### src/rtl/apb_pkg.sv
// Shared types and width defaults for the APB requester and its bus interface.
package apb_pkg;

    localparam int APB_ADDR_W = 32;
    localparam int APB_DATA_W = 32;

    typedef enum logic [1:0] {
        APB_IDLE,
        APB_SETUP,
        APB_ACCESS
    } apb_state_e;

    // Completion payload returned alongside the one-cycle rsp_valid pulse.
    typedef struct packed {
        logic [APB_DATA_W-1:0] rdata;
        logic                  err;
        logic                  timeout;
    } apb_rsp_t;

endpackage

### src/rtl/apb_if.sv
// APB3 bus signals between one requester and one completer.
interface apb_if
    import apb_pkg::*;
#(
    parameter int ADDR_W = APB_ADDR_W,
    parameter int DATA_W = APB_DATA_W
);

    logic              psel;
    logic              penable;
    logic              pwrite;
    logic [ADDR_W-1:0] paddr;
    logic [DATA_W-1:0] pwdata;
    logic [DATA_W-1:0] prdata;
    logic              pready;
    logic              pslverr;

    modport master (
        output psel, penable, pwrite, paddr, pwdata,
        input  prdata, pready, pslverr
    );

    modport slave (
        input  psel, penable, pwrite, paddr, pwdata,
        output prdata, pready, pslverr
    );

endinterface

### src/rtl/apb_wait_timer.sv
// Counts ACCESS wait states and flags the cycle on which the wait limit is hit.
// expired is combinational so the FSM can abort on that same edge.
module apb_wait_timer #(
    parameter int TIMEOUT = 16
) (
    input  logic pclk,
    input  logic presetn,
    input  logic clr,
    input  logic inc,
    output logic expired
);

    if (TIMEOUT == 0) begin : g_no_timeout
        assign expired = 1'b0;

        logic unused_inputs;
        assign unused_inputs = &{1'b0, pclk, presetn, clr, inc};
    end else begin : g_timeout
        localparam int              CNT_W = $clog2(TIMEOUT + 1);
        localparam logic [CNT_W-1:0] LAST = CNT_W'(TIMEOUT - 1);

        logic [CNT_W-1:0] cnt_q;
        logic [CNT_W-1:0] cnt_d;

        // Next count: cleared outside ACCESS, bumped on every pready-low cycle.
        always_comb begin
            // NOTE: default every always_comb output first so no path can infer a latch.
            cnt_d = cnt_q;
            if (clr) begin
                cnt_d = '0;
            end else if (inc) begin
                cnt_d = cnt_q + 1'b1;
            end
        end

        // Wait-state counter register.
        always_ff @(posedge pclk or negedge presetn) begin
            // NOTE: sequential state uses <= so every flop updates from pre-edge values.
            if (!presetn) begin
                cnt_q <= '0;
            end else begin
                cnt_q <= cnt_d;
            end
        end

        // The increment that would take the count to TIMEOUT is the abort edge.
        assign expired = inc && (cnt_q == LAST);
    end

endmodule

### src/rtl/apb_master.sv
// APB3 requester: accepts valid/ready commands, runs SETUP/ACCESS on the bus and
// returns a single-cycle response with read data, slave error and timeout status.
module apb_master
    import apb_pkg::*;
#(
    parameter int ADDR_W  = APB_ADDR_W,
    parameter int DATA_W  = APB_DATA_W,
    parameter int TIMEOUT = 16
) (
    input  logic              pclk,
    input  logic              presetn,
    input  logic              cmd_valid,
    output logic              cmd_ready,
    input  logic              cmd_write,
    input  logic [ADDR_W-1:0] cmd_addr,
    input  logic [DATA_W-1:0] cmd_wdata,
    output logic              rsp_valid,
    output logic [DATA_W-1:0] rsp_rdata,
    output logic              rsp_err,
    output logic              rsp_timeout,
    apb_if.master             apb
);

    apb_state_e        state_q,     state_d;
    logic              cmd_ready_q, cmd_ready_d;
    logic              psel_q,      psel_d;
    logic              penable_q,   penable_d;
    logic              pwrite_q,    pwrite_d;
    logic [ADDR_W-1:0] paddr_q,     paddr_d;
    logic [DATA_W-1:0] pwdata_q,    pwdata_d;
    logic              rsp_valid_q, rsp_valid_d;
    apb_rsp_t          rsp_q,       rsp_d;

    logic timer_clr;
    logic timer_inc;
    logic timer_expired;

    assign timer_clr = (state_q != APB_ACCESS);
    assign timer_inc = (state_q == APB_ACCESS) && !apb.pready;

    apb_wait_timer #(
        .TIMEOUT (TIMEOUT)
    ) u_wait_timer (
        .pclk    (pclk),
        .presetn (presetn),
        .clr     (timer_clr),
        .inc     (timer_inc),
        .expired (timer_expired)
    );

    // FSM next state plus next values of every registered bus/response output.
    always_comb begin
        state_d     = state_q;
        cmd_ready_d = cmd_ready_q;
        psel_d      = psel_q;
        penable_d   = penable_q;
        pwrite_d    = pwrite_q;
        paddr_d     = paddr_q;
        pwdata_d    = pwdata_q;
        rsp_valid_d = 1'b0;
        rsp_d       = '0;

        case (state_q)
            APB_IDLE: begin
                if (cmd_valid && cmd_ready_q) begin
                    state_d     = APB_SETUP;
                    cmd_ready_d = 1'b0;
                    psel_d      = 1'b1;
                    penable_d   = 1'b0;
                    pwrite_d    = cmd_write;
                    paddr_d     = cmd_addr;
                    pwdata_d    = cmd_wdata;
                end else begin
                    // Covers the first edge after reset release.
                    cmd_ready_d = 1'b1;
                end
            end

            APB_SETUP: begin
                state_d   = APB_ACCESS;
                penable_d = 1'b1;
            end

            APB_ACCESS: begin
                // pready is checked first so a completion on the limit cycle wins.
                if (apb.pready) begin
                    state_d     = APB_IDLE;
                    cmd_ready_d = 1'b1;
                    psel_d      = 1'b0;
                    penable_d   = 1'b0;
                    rsp_valid_d = 1'b1;
                    rsp_d.rdata = pwrite_q ? '0 : APB_DATA_W'(apb.prdata);
                    rsp_d.err   = apb.pslverr;
                end else if (timer_expired) begin
                    state_d       = APB_IDLE;
                    cmd_ready_d   = 1'b1;
                    psel_d        = 1'b0;
                    penable_d     = 1'b0;
                    rsp_valid_d   = 1'b1;
                    rsp_d.err     = 1'b1;
                    rsp_d.timeout = 1'b1;
                end
            end

            default: begin
                state_d     = APB_IDLE;
                cmd_ready_d = 1'b0;
                psel_d      = 1'b0;
                penable_d   = 1'b0;
            end
        endcase
    end

    // Single FSM register bank; async reset drops any transfer in flight.
    always_ff @(posedge pclk or negedge presetn) begin
        if (!presetn) begin
            state_q     <= APB_IDLE;
            cmd_ready_q <= 1'b0;
            psel_q      <= 1'b0;
            penable_q   <= 1'b0;
            pwrite_q    <= 1'b0;
            paddr_q     <= '0;
            pwdata_q    <= '0;
            rsp_valid_q <= 1'b0;
            rsp_q       <= '0;
        end else begin
            state_q     <= state_d;
            cmd_ready_q <= cmd_ready_d;
            psel_q      <= psel_d;
            penable_q   <= penable_d;
            pwrite_q    <= pwrite_d;
            paddr_q     <= paddr_d;
            pwdata_q    <= pwdata_d;
            rsp_valid_q <= rsp_valid_d;
            rsp_q       <= rsp_d;
        end
    end

    assign cmd_ready   = cmd_ready_q;
    assign apb.psel    = psel_q;
    assign apb.penable = penable_q;
    assign apb.pwrite  = pwrite_q;
    assign apb.paddr   = paddr_q;
    assign apb.pwdata  = pwdata_q;
    assign rsp_valid   = rsp_valid_q;
    assign rsp_rdata   = DATA_W'(rsp_q.rdata);
    assign rsp_err     = rsp_q.err;
    assign rsp_timeout = rsp_q.timeout;

endmodule

### src/flat_wrapper.sv
// flat-port wrapper written by rule: the top's interface ports become plain ports
module apb_master_flat import apb_pkg::*;
#(
    parameter int ADDR_W  = APB_ADDR_W,
    parameter int DATA_W  = APB_DATA_W,
    parameter int TIMEOUT = 16
)
  (pclk, presetn, cmd_valid, cmd_ready, cmd_write, cmd_addr, cmd_wdata, rsp_valid, rsp_rdata, rsp_err, rsp_timeout, apb_psel, apb_penable, apb_pwrite, apb_paddr, apb_pwdata, apb_prdata, apb_pready, apb_pslverr);
  apb_if #(.ADDR_W(ADDR_W), .DATA_W(DATA_W)) apb_i ();
  input  logic pclk;
  input  logic presetn;
  input  logic cmd_valid;
  output logic cmd_ready;
  input  logic cmd_write;
  input  logic [ADDR_W-1:0] cmd_addr;
  input  logic [DATA_W-1:0] cmd_wdata;
  output logic rsp_valid;
  output logic [DATA_W-1:0] rsp_rdata;
  output logic rsp_err;
  output logic rsp_timeout;
  output wire logic [$bits(apb_i.psel)-1:0] apb_psel;
  output wire logic [$bits(apb_i.penable)-1:0] apb_penable;
  output wire logic [$bits(apb_i.pwrite)-1:0] apb_pwrite;
  output wire logic [$bits(apb_i.paddr)-1:0] apb_paddr;
  output wire logic [$bits(apb_i.pwdata)-1:0] apb_pwdata;
  input wire logic [$bits(apb_i.prdata)-1:0] apb_prdata;
  input wire logic [$bits(apb_i.pready)-1:0] apb_pready;
  input wire logic [$bits(apb_i.pslverr)-1:0] apb_pslverr;
  assign apb_psel = apb_i.psel;
  assign apb_penable = apb_i.penable;
  assign apb_pwrite = apb_i.pwrite;
  assign apb_paddr = apb_i.paddr;
  assign apb_pwdata = apb_i.pwdata;
  assign apb_i.prdata = apb_prdata;
  assign apb_i.pready = apb_pready;
  assign apb_i.pslverr = apb_pslverr;
  apb_master #(.ADDR_W(ADDR_W), .DATA_W(DATA_W), .TIMEOUT(TIMEOUT)) u_core (.pclk(pclk), .presetn(presetn), .cmd_valid(cmd_valid), .cmd_ready(cmd_ready), .cmd_write(cmd_write), .cmd_addr(cmd_addr), .cmd_wdata(cmd_wdata), .rsp_valid(rsp_valid), .rsp_rdata(rsp_rdata), .rsp_err(rsp_err), .rsp_timeout(rsp_timeout), .apb(apb_i));
endmodule
### config.mk
export PLATFORM = sky130hd
export DESIGN_NAME = apb_master_flat
export DESIGN_NICKNAME = d
export VERILOG_FILES = /design/src/rtl/apb_pkg.sv /design/src/rtl/apb_if.sv /design/src/rtl/apb_wait_timer.sv /design/src/rtl/apb_master.sv /design/src/flat_wrapper.sv
export SDC_FILE = /design/constraint.sdc
export NUM_CORES = 1
export LEC_CHECK = 0
export BUFFER_PORTS_ARGS = -buffer_cell sky130_fd_sc_hd__buf_2
export CORE_AREA = 4 4 134 85
export CTS_CLUSTER_DIAMETER = 40
export DETAILED_ROUTE_END_ITERATION = 12
export DIE_AREA = 0 0 138 89
export PLACE_DENSITY_LB_ADDON = 0.2
export REMOVE_ABC_BUFFERS = 1
export SLEW_MARGIN = 20
export SYNTH_ARGS = -nofsm -noshare
export SYNTH_HDL_FRONTEND = slang
export SYNTH_SLANG_ARGS = --single-unit
### constraint.sdc
create_clock -name pclk -period 3.2 [get_ports pclk]
set_input_delay 0.32 -clock pclk [delete_from_list [all_inputs] [get_ports pclk]]
set_output_delay 0.32 -clock pclk [all_outputs]
set_load 0.02 [all_outputs]
==> flow_summary.json <==
{
  "antenna_found_initial": 0,
  "seq_power_share_pct": 39.8,
  "cts.sinks": 109,
  "slew_viol_final": 0,
  "netSwitchingPower_mw": 1.89,
  "setup_viol": 0,
  "fin_nets": 562,
  "cts.reportedPaths.clkPinSlew_ns": 0.07,
  "grt_use_total_pct": 14.5,
  "rows": 29,
  "power_frac_clock_pct": 22.2,
  "vias_per_cell": 4.43,
  "start_kind": "flop",
  "grt_max_degree": 59,
  "comb_power_share_pct": 38.0,
  "die_w_um": 138,
  "cts_root_buf": "clkbuf_16",
  "grt_pass1_wl_um": 14200,
  "finalPower_mw": 5.30,
  "cts_made_buffers": 9,
  "place_hpwl_um": 6640,
  "coreArea_sq_um": 10200,
  "routedWlPerCell_um": 14.6,
  "ant_nets": 0,
  "worstPathArrival_ns": 2.14,
  "syn_inst": 251,
  "yosysWarnings": 0,
  "num_vias": 2664,
  "criticalPathCategory": "reg -> reg",
  "ctsLongestPathBuffers": 2,
  "drive_gt1_share_pct": 59.4,
  "worst_slew_pin_slew_ns": 0.670,
  "synth.distinct_cells": 25,
  "switching_share_pct": 35.6,
  "synth_top_area_share_pct": 68.9,
  "wl_um": 8810,
  "status": "finished, final reports clean",
  "rsz0062_at_grt": "no",
  "die_h_um": 89,
  "drv_cap": 0,
  "hold_viol": 0,
  "post-route-drc-count": 0,
  "drt_iter0_drc": 70,
  "power.leakage_nw": 2.85,
  "slew_headroom_pct": 55.4,
  "antenna_cells": 0,
  "synth-seq-cells": 109,
  "fin_skew_ns": 0.00767,
  "hold_buffers": 0,
  "period_share_pct": 60.0,
  "gp_congestion": 0.744,
  "cts_setup_buffers": 0,
  "syn_avg_cell_area_sq_um": 15.8,
  "setup-tns-final_ns": 0,
  "max_freq_mhz": 521,
  "first_pass_iters": 4,
  "cts_resized": 0,
  "ys_seq_area_share_pct": 68.9,
  "period_minus_slack_ns": 1.92,
  "cp_data_required_time_ns": 3.42,
  "critical_path.endpoint_type": "flop",
  "cp_max_fo": 50,
  "areaGrowthSynthToFinish_pct": 37.8,
  "die-area_sq_um": 12300,
  "p_int_mw": 3.41,
  "utilization_pct": 53.3,
  "peakVddDrop_v": 0.000569,
  "htree_levels": 3,
  "synth_area_leaders": "dfrtp_1, mux2_2, and2_1",
  "synthesis.area_sq_um": 3960,
  "powerDensity_nw_per_um2": 971,
  "start_util_pct": 38.7,
  "portBuffers": 204,
  "cts_tree": "built",
  "grt-ovfl-total": 0,
  "min_path_type": "in -> async",
  "synth_area_leader_cell": "dfrtp_1",
  "io-pin-count": 205,
  "grt_pass1_vias": 2798,
  "clkLatencyLatePin_ns": 0.34
}
## per-layer routing
metal | vias up | GRT usage, % | wire, um
met5 | - | 0 | 0
met2 | 123 | 22.0 | 4060
li1 | 1257 | - | -
met3 | 8 | 8.23 | 980
met4 | 0 | 3.50 | 89
met1 | 1276 | 18.3 | 3670
## power by group through the flow
stage               registers (mW)  clock network [mW]  logic, mW
floorplan                     2.72                   0      0.702
global placement              2.11                   0       2.02
detailed placement            2.13                   0       2.07
CTS                           2.11                1.23       2.06
global route                  2.18                1.30       2.17
finish                        2.11                1.18       2.02
## flip-flops by register name, summed over array words and instances (netlist names)
signal                               cells
u_core.state_q                           1
u_core.rsp_err                           1
u_core.apb.pwdata                       32
u_core.rsp_timeout                       1
u_core.apb.paddr                        32
u_core.apb.penable                       1
u_core.apb.pwrite                        1
u_core.u_wait_timer.g_timeout.cnt_q      5
u_core.apb.psel                          1
u_core.rsp_rdata                        32
u_core.rsp_valid                         1
u_core.cmd_ready                         1
## cell families (layout without fill, tap and decap cells)
logic type	Yosys count	after routing	share of synthesized area, %
simple gates	52	52	8.15
fa+ha+maj	2	2	0.632
flops	109	109	68.9
compound gates	6	6	1.04
buf+inv	13	225	1.86
mux	66	66	18.7
xor+xnor	3	3	0.664
## cell usage in the layout (no fill, tap or decap)
master,instances
nor3b_4,1
buf_4,4
nor2b_1,2
clkbuf_16,9
nor2_1,9
nand4b_1,1
a221oi_1,1
nand2b_4,1
o31ai_1,2
a21oi_1,2
nor3b_2,1
xor2_1,2
a21o_1,1
ha_1,2
mux2i_1,1
and2_1,32
mux2_2,48
buf_12,1
inv_1,1
mux2_1,17
bufinv_16,2
clkinv_2,2
nand2_1,1
nand2b_1,3
dfrtp_1,109
xnor2_1,1
inv_6,2
and3_1,1
buf_2,203
clkinv_4,1
## final timing paths
kind / end / cells past startpoint / startpoint / slack, ns
max reg2reg: u_core.apb.pwdata[31] / 4 / u_core.apb.penable / 1.28
min: u_core.apb.paddr[25] / 1 / presetn / 0.007
min in group pclk: u_core.rsp_rdata[2] / 2 / apb_prdata[2] / 0.18
min reg2reg: u_core.apb.pwdata[18] / 1 / u_core.apb.pwdata[18] / 0.48
max in group asynchronous: u_core.apb.paddr[17] / 2 / presetn / 2.47
max: u_core.apb.pwdata[31] / 4 / u_core.apb.penable / 1.28
## cell usage after synthesis
cell and number:
a21o_1 1, a21oi_1 2, a221oi_1 1, and2_1 32
and3_1 1, buf_2 5, buf_4 1, buf_6 2
clkbuf_1 4, dfrtp_1 109, ha_1 2, inv_1 1
mux2_1 17, mux2_2 48, mux2i_1 1, nand2_1 1
nand2b_1 3, nand2b_4 1, nand4b_1 1, nor2_1 9
nor2b_1 2, nor3b_2 2, o31ai_1 2, xnor2_1 1
xor2_1 2
## area by class of cell
class | count | area (sq um)
Tap cell | 139 | 174
Fill cell | 906 | 4780
Inverter | 1 | 3.75
Clock buffer | 9 | 225
Clock inverter | 7 | 96.3
Multi-Input combinational cell | 129 | 1160
Timing Repair Buffer | 208 | 1070
Sequential cell | 109 | 2730
## per-stage QoR
stage | area [sq um] | hold slack, ns | cells | setup slack, ns
floorplan | 3890 | 0.0244 | 239 | -0.696
global placement | 5130 | 0.397 | 586 | 1.35
detailed placement | 5130 | 0.405 | 586 | 1.27
CTS | 5460 | 0.0341 | 602 | 1.26
global route | 5460 | 0.0645 | 602 | 1.18
finish | 5460 | 0.00670 | 602 | 1.28
## critical path: stages, from the launching register on
cell and delay (ns):
dfrtp_1 0.43, nand2b_4 0.18, nor3b_4 0.21, buf_4 0.54
mux2_2 0.41
No activity file was read; power rests on OpenSTA's default activity.
